--- src/rtl/io_timer.sv ---
// rtl/io_timer.sv - memory-mapped 16-bit timer with prescaler, compare match and atomic byte access
// Overflow flag/interrupt (STAT.OF, CTRL.OIE) exist only when IO_TIMER_OVERFLOW_IRQ_EN is defined.
module io_timer #(
  parameter logic [15:0] BASE_ADDR = 16'h1010
) (
  input  logic        clk,
  input  logic        rst,
  input  logic [15:0] dMemIOAddress,
  input  logic [7:0]  dMemIOIn,
  output logic [7:0]  dMemIOOut,
  input  logic        dMemIOWriteEn,
  input  logic        dMemIOReadEn,
  output logic        interrupt,
  input  logic        interrupt_clr
);

  localparam logic [2:0] OFF_CTRL  = 3'd0;
  localparam logic [2:0] OFF_CNT_L = 3'd1;
  localparam logic [2:0] OFF_CNT_H = 3'd2;
  localparam logic [2:0] OFF_CMP_L = 3'd3;
  localparam logic [2:0] OFF_CMP_H = 3'd4;
  localparam logic [2:0] OFF_STAT  = 3'd5;

`ifdef IO_TIMER_OVERFLOW_IRQ_EN
  localparam logic [5:0] CTRL_MASK = 6'h3F;
`else
  localparam logic [5:0] CTRL_MASK = 6'h37;
`endif

  logic [15:0] offset;
  logic        hit;
  logic [2:0]  reg_sel;
  logic        wr;
  logic        rd;
  logic        wr_ctrl;
  logic        wr_cnt_l;
  logic        wr_cnt_h;
  logic        wr_cmp_l;
  logic        wr_cmp_h;
  logic        wr_stat;

  logic [5:0]  ctrl;
  logic [15:0] cnt;
  logic [15:0] cmp;
  logic [7:0]  cnt_tmp;
  logic [7:0]  cmp_tmp;
  logic [7:0]  shadow;
  logic [7:0]  presc;
  logic [7:0]  presc_limit;
  logic        mf;
  logic        of_bit;
  logic        of_irq;
  logic        tick;
  logic        match;
  logic        mf_clr;
  logic [7:0]  rd_data;

  // Offset wraps below BASE_ADDR to a large value, so one compare covers both ends.
  assign offset   = dMemIOAddress - BASE_ADDR;
  assign hit      = (offset < 16'd6);
  assign reg_sel  = offset[2:0];
  assign wr       = dMemIOWriteEn & hit;
  assign rd       = dMemIOReadEn & hit;
  assign wr_ctrl  = wr & (reg_sel == OFF_CTRL);
  assign wr_cnt_l = wr & (reg_sel == OFF_CNT_L);
  assign wr_cnt_h = wr & (reg_sel == OFF_CNT_H);
  assign wr_cmp_l = wr & (reg_sel == OFF_CMP_L);
  assign wr_cmp_h = wr & (reg_sel == OFF_CMP_H);
  assign wr_stat  = wr & (reg_sel == OFF_STAT);

  always_comb begin
    presc_limit = 8'd0;
    case (ctrl[5:4])
      2'd0: presc_limit = 8'd0;
      2'd1: presc_limit = 8'd7;
      2'd2: presc_limit = 8'd63;
      default: presc_limit = 8'd255;
    endcase
  end

  assign tick   = ctrl[0] & (presc == presc_limit);
  assign match  = (cnt == cmp);
  assign mf_clr = interrupt_clr | (wr_stat & dMemIOIn[0]);

`ifdef IO_TIMER_OVERFLOW_IRQ_EN
  logic of_flag;
  logic wrap;

  assign wrap = tick & ~(match & ctrl[2]) & (cnt == 16'hFFFF);

  always_ff @(posedge clk) begin
    if (rst) begin
      of_flag <= 1'b0;
    end else if (wrap) begin
      of_flag <= 1'b1;
    end else if (interrupt_clr | (wr_stat & dMemIOIn[1])) begin
      of_flag <= 1'b0;
    end
  end

  assign of_bit = of_flag;
  assign of_irq = of_flag & ctrl[3];
`else
  assign of_bit = 1'b0;
  assign of_irq = 1'b0;
`endif

  always_comb begin
    rd_data = 8'h00;
    case (reg_sel)
      OFF_CTRL:  rd_data = {2'b00, ctrl};
      OFF_CNT_L: rd_data = cnt[7:0];
      OFF_CNT_H: rd_data = shadow;
      OFF_CMP_L: rd_data = cmp[7:0];
      OFF_CMP_H: rd_data = cmp[15:8];
      OFF_STAT:  rd_data = {6'b000000, of_bit, mf};
      default:   rd_data = 8'h00;
    endcase
  end

  always_ff @(posedge clk) begin
    if (rst) begin
      ctrl      <= 6'd0;
      cnt       <= 16'd0;
      cmp       <= 16'd0;
      cnt_tmp   <= 8'd0;
      cmp_tmp   <= 8'd0;
      shadow    <= 8'd0;
      presc     <= 8'd0;
      mf        <= 1'b0;
      dMemIOOut <= 8'h00;
      interrupt <= 1'b0;
    end else begin
      if (wr_ctrl)  ctrl    <= dMemIOIn[5:0] & CTRL_MASK;
      if (wr_cnt_l) cnt_tmp <= dMemIOIn;
      if (wr_cmp_l) cmp_tmp <= dMemIOIn;
      if (wr_cmp_h) cmp     <= {dMemIOIn, cmp_tmp};

      // A CPU commit to CNT overrides the tick in the same cycle.
      if (wr_cnt_h) begin
        cnt <= {dMemIOIn, cnt_tmp};
      end else if (tick) begin
        cnt <= (match & ctrl[2]) ? 16'd0 : cnt + 16'd1;
      end

      if (rd && (reg_sel == OFF_CNT_L)) shadow <= cnt[15:8];

      if (wr_ctrl || !ctrl[0] || tick) begin
        presc <= 8'd0;
      end else begin
        presc <= presc + 8'd1;
      end

      if (tick && match) begin
        mf <= 1'b1;
      end else if (mf_clr) begin
        mf <= 1'b0;
      end

      dMemIOOut <= rd ? rd_data : 8'h00;
      interrupt <= (mf & ctrl[1]) | of_irq;
    end
  end

endmodule

--- config.mk ---
export PLATFORM = sky130hd
export DESIGN_NAME = io_timer
export DESIGN_NICKNAME = d
export VERILOG_FILES = /design/src/rtl/io_timer.sv
export SDC_FILE = /design/constraint.sdc
export NUM_CORES = 1
export LEC_CHECK = 0
export BUFFER_PORTS_ARGS = -buffer_cell sky130_fd_sc_hd__buf_2
export CORE_MARGIN = 2
export CORE_UTILIZATION = 25
export DETAILED_ROUTE_END_ITERATION = 10
export SYNTH_ARGS = -nofsm -noshare
export SYNTH_HDL_FRONTEND = slang
export SYNTH_SLANG_ARGS = --single-unit
--- constraint.sdc ---
create_clock -name clk -period 2.35 [get_ports clk]
set_input_delay 0 -clock clk [delete_from_list [all_inputs] [get_ports clk]]
set_output_delay 0 -clock clk [all_outputs]
set_load 0.01 [all_outputs]
==> out/results.env <==
POST_ROUTE_CELLS_DRIVE_ABOVE_1_SHARE_PCT=18.0
OUTCOME='finished, final reports clean'
VIAS_PER_CELL=5.02
CTS_ROOT_BUF='clkbuf_16'
CRITICAL_PATH_CELL_COUNT=6
FF_LATCH_AREA_UM2=1580
HOLD_PATH_CLASS='primary input to register'
GRT_ANTENNA_BEFORE_REPAIR=0
R2R.WORST_PATH.CELLS=6
CLK_TRANSITION_REPORTED_PATHS_PS=60
GRT_MAX_DEGREE=44
H-TREE-DEPTH=3
VIA_COUNT=3616
SETUP_VIOL=0
MAX_STAGE_DELAY_PS=510
YS_DOMINANT_REG_CELL='dfxtp_1'
DESIGN.PORTCOUNT=38
FINAL.SETUP.TNS_PS=0
POST-PLACE-CELLS=698
GLOBAL_ROUTE.OVERFLOW_TOTAL=0
COREAREA_UM2=15900
FIN_SKEW_PS=8.21
WORST-PATH-BUF-INV=1
CRITPATHREQUIREDTIME_PS=2600
POST-ROUTE-DRC-COUNT=0
MAX_CLOCK_FREQ_MHz=474
MULTI_INPUT_COMB_AREA_UM2=2320
SYNTH_SEQ_CELLS=79
SYN_NETS=487
FINAL_CRITICAL_PERIOD_PS=2110
HOLD_PATH.STARTPOINT='dMemIOIn[2]'
ROUTE.MET3.WL_UM=694
STARTPOINT='presc[0]'
INITIAL_UTILIZATION_PCT=25.6
TOTAL_POWER_uW=2820
WIRELENGTH_MET1_MM=5.45
CRITPATHTOPFAMILY='simple AND/OR/NAND/NOR gates'
GRT_PASS1_VIAS=3557
AVERAGE_DETAILED_ROUTED_WIRE_LENGTH_PER_INSTANCE_UM=16.3
PLACE_CONGESTION=0.869
TIMING.CRITICAL_PATH.TO='cnt[12]'
YS_SEQ_AREA_SHARE_PCT=39.0
SYNTH_UNIQUE_CELLS=57
SYN_AVG_CELL_AREA_UM2=8.90
CAP_VIOLATIONS=0
LAYOUT_COMMON_CELLS='dfxtp_1, nor2_1, mux2i_1'
CTS.REPAIR_TIMING.SETUP_BUFFER_COUNT=0
NUMCLOCKSINKS=79
CTS_REPAIR_RESIZED_INSTS=0
SYNTH-EDFF-COUNT=0
CRITPATHCAPTURETYPE='register'
SYNTH_CELLS=456
TIMING_HOLD_VIOLATIONS_FINAL=0
TIGHTEST_SLEW_PS=605
LAYOUT.NETS=531
DETAIL-ROUTE-ANTENNA-NETS=0
REGTOREGSETUPSLACK_PS=240
P_LEAK_uW=0.00214
SYN-CELL-AREA_UM2=4060
POWERDENSITY_nW_PER_UM2=574
ASYNCSETRESETFLOPFRACSYNTH_PCT=0
IR_WORST_VDD_uV=318
CHIPHEIGHT_UM=131
CLK_LATENCY_PS=340
FINAL.PERIOD_UTILIZATION_PCT=89.8
NUM-FILL-CELLS=1694
TIMING.SETUP.CRITICAL_PATH_CLASS='register to register'
WORST_PATH_MAX_DELAY_CELL='or4_1'
GRT_USE_TOTAL_PCT=13.6
ROWS=46
FINAL_MAX_SLEW_VIOL_COUNT=0
DRT_PASS1_ITERATIONS=5
DIE_WIDTH_UM=131
CRIT_CHAIN='or4_1, a221oi_2, buf_12, and2_1, a21oi_1, o22ai_1'
ROUTE.TOP_LAYER_USED='met4'
WORST_SLEW_MARGIN_REL_PCT=59.6
SETUP_REPAIR_AFTER_GLOBAL_ROUTING_MISSED_ITS_MARGIN='no'
DETAILEDPLACEMENTHPWL_MM=8.59
MET2_WIRELENGTH_MM=5.47
CRIT_PATH_DAT_PS=2360
GRT_PASS1_WL_MM=18.8
CTS_BUFFERS=9
ANTENNA-DIODE-COUNT=0
FIRST_ITER_VIOLATIONS=282
REG_TO_REG_STARTPOINT='presc[0]'
RR_ENDPOINT='cnt[12]'
SYN_TO_FINAL_GROWTH_PCT=20.9
SYNTH-WARNING-COUNT=0
PORT_BUFFERS=37
PATH_MAX_FANOUT=25
LAYOUTNONFILLERINSTCOUNT=721
SETUP.WORST_PATH.START_CLASS='register'
CTS_TREE='built'
FLOORPLAN.DIE_AREA_UM2=17300
ROUTED_WL_MM=11.8
MOSTFREQUENTLAYOUTCELL='dfxtp_1'
CTSLONGESTPATHBUFFERS=2
==> worst min-delay path, stage by stage <==
cell and delay [ps]:
buf_2 170, nand2_1 70, a21oi_1 50
==> report_power, final <==
part | switching, uW | internal [uW]
combinational | 83.8 | 46.1
clock | 591 | 759
sequential | 0.0374 | 1340
total | 675 | 2140
==> how the worst min path moves through the flow <==
stage | endpoint | cells after the start
floorplan | cmp_tmp[0] | 2
global placement | cmp_tmp[6] | 3
detailed placement | cmp_tmp[6] | 3
CTS | cmp_tmp[2] | 3
global route | cmp_tmp[2] | 3
finish | cmp_tmp[2] | 3
==> kinds of logic after synthesis <==
family	synth area share [%]
xor gates and xnor gates	5.39
DFF	39.0
and+or+nand+nor	22.8
buffers and inverters	3.82
adders and majority gates	0.616
muxes	14.6
AOI/OAI and AO/OA	13.8
==> through the flow <==
step | cell area [um2] | utilization, % | hold WS, ps | setup slack (ps)
5_1_grt | 4910 | 30.9 | 13.6 | 111
4_1_cts | 4910 | 30.9 | 0.823 | 247
3_3_place_gp | 4550 | 28.6 | 301 | 285
6_report | 4910 | 30.9 | 6.40 | 240
2_1_floorplan | 4060 | - | 140 | 389
3_5_place_dp | 4550 | 28.6 | 310 | 271
==> timing repair <==
action,4_1_cts,5_1_grt
hold endpoints to repair,14,0
hold buffers,7,0
setup endpoints to repair,0,0
==> sequential cells by signal, summed over array words and instances (netlist names) <==
name	count
presc	8
shadow	8
cmp	16
cnt_tmp	8
cnt	16
mf	1
interrupt	1
ctrl	5
cmp_tmp	8
dMemIOOut	8
==> Yosys cell counts, types with 8 or more instances <==
| cell | count | share of area [%] |
|---|---|---|
| dfxtp_1 | 79 | 39 |
| nor2_1 | 53 | 4.9 |
| mux2i_1 | 48 | 12 |
| nand2_1 | 44 | 4.1 |
| a21oi_1 | 32 | 3.9 |
| xor2_1 | 21 | 4.5 |
| clkbuf_1 | 20 | 1.8 |
| nand3_1 | 13 | 1.6 |
| a21boi_0 | 10 | 1.8 |
| o22ai_1 | 10 | 1.5 |
| inv_1 | 8 | 0.74 |
| nand4_1 | 8 | 1.2 |
==> final cells by class <==
type / instances / share of cell area (%)
multi-input cells: 339 / 47.3
clock buffers: 10 / 4.87
repair buffers: 63 / 8.36
clock inverters: 6 / 1.07
well taps: 216 / 5.51
flip-flops and latches: 79 / 32.2
inverters: 8 / 0.612
==> metal layers <==
metal	up-vias	GRT usage, %
met3	18	3.20
met4	0	4.17
met5	-	0
met2	132	21.9
li1	1724	-
met1	1742	17.9
(Power assumes the default switching activity.)
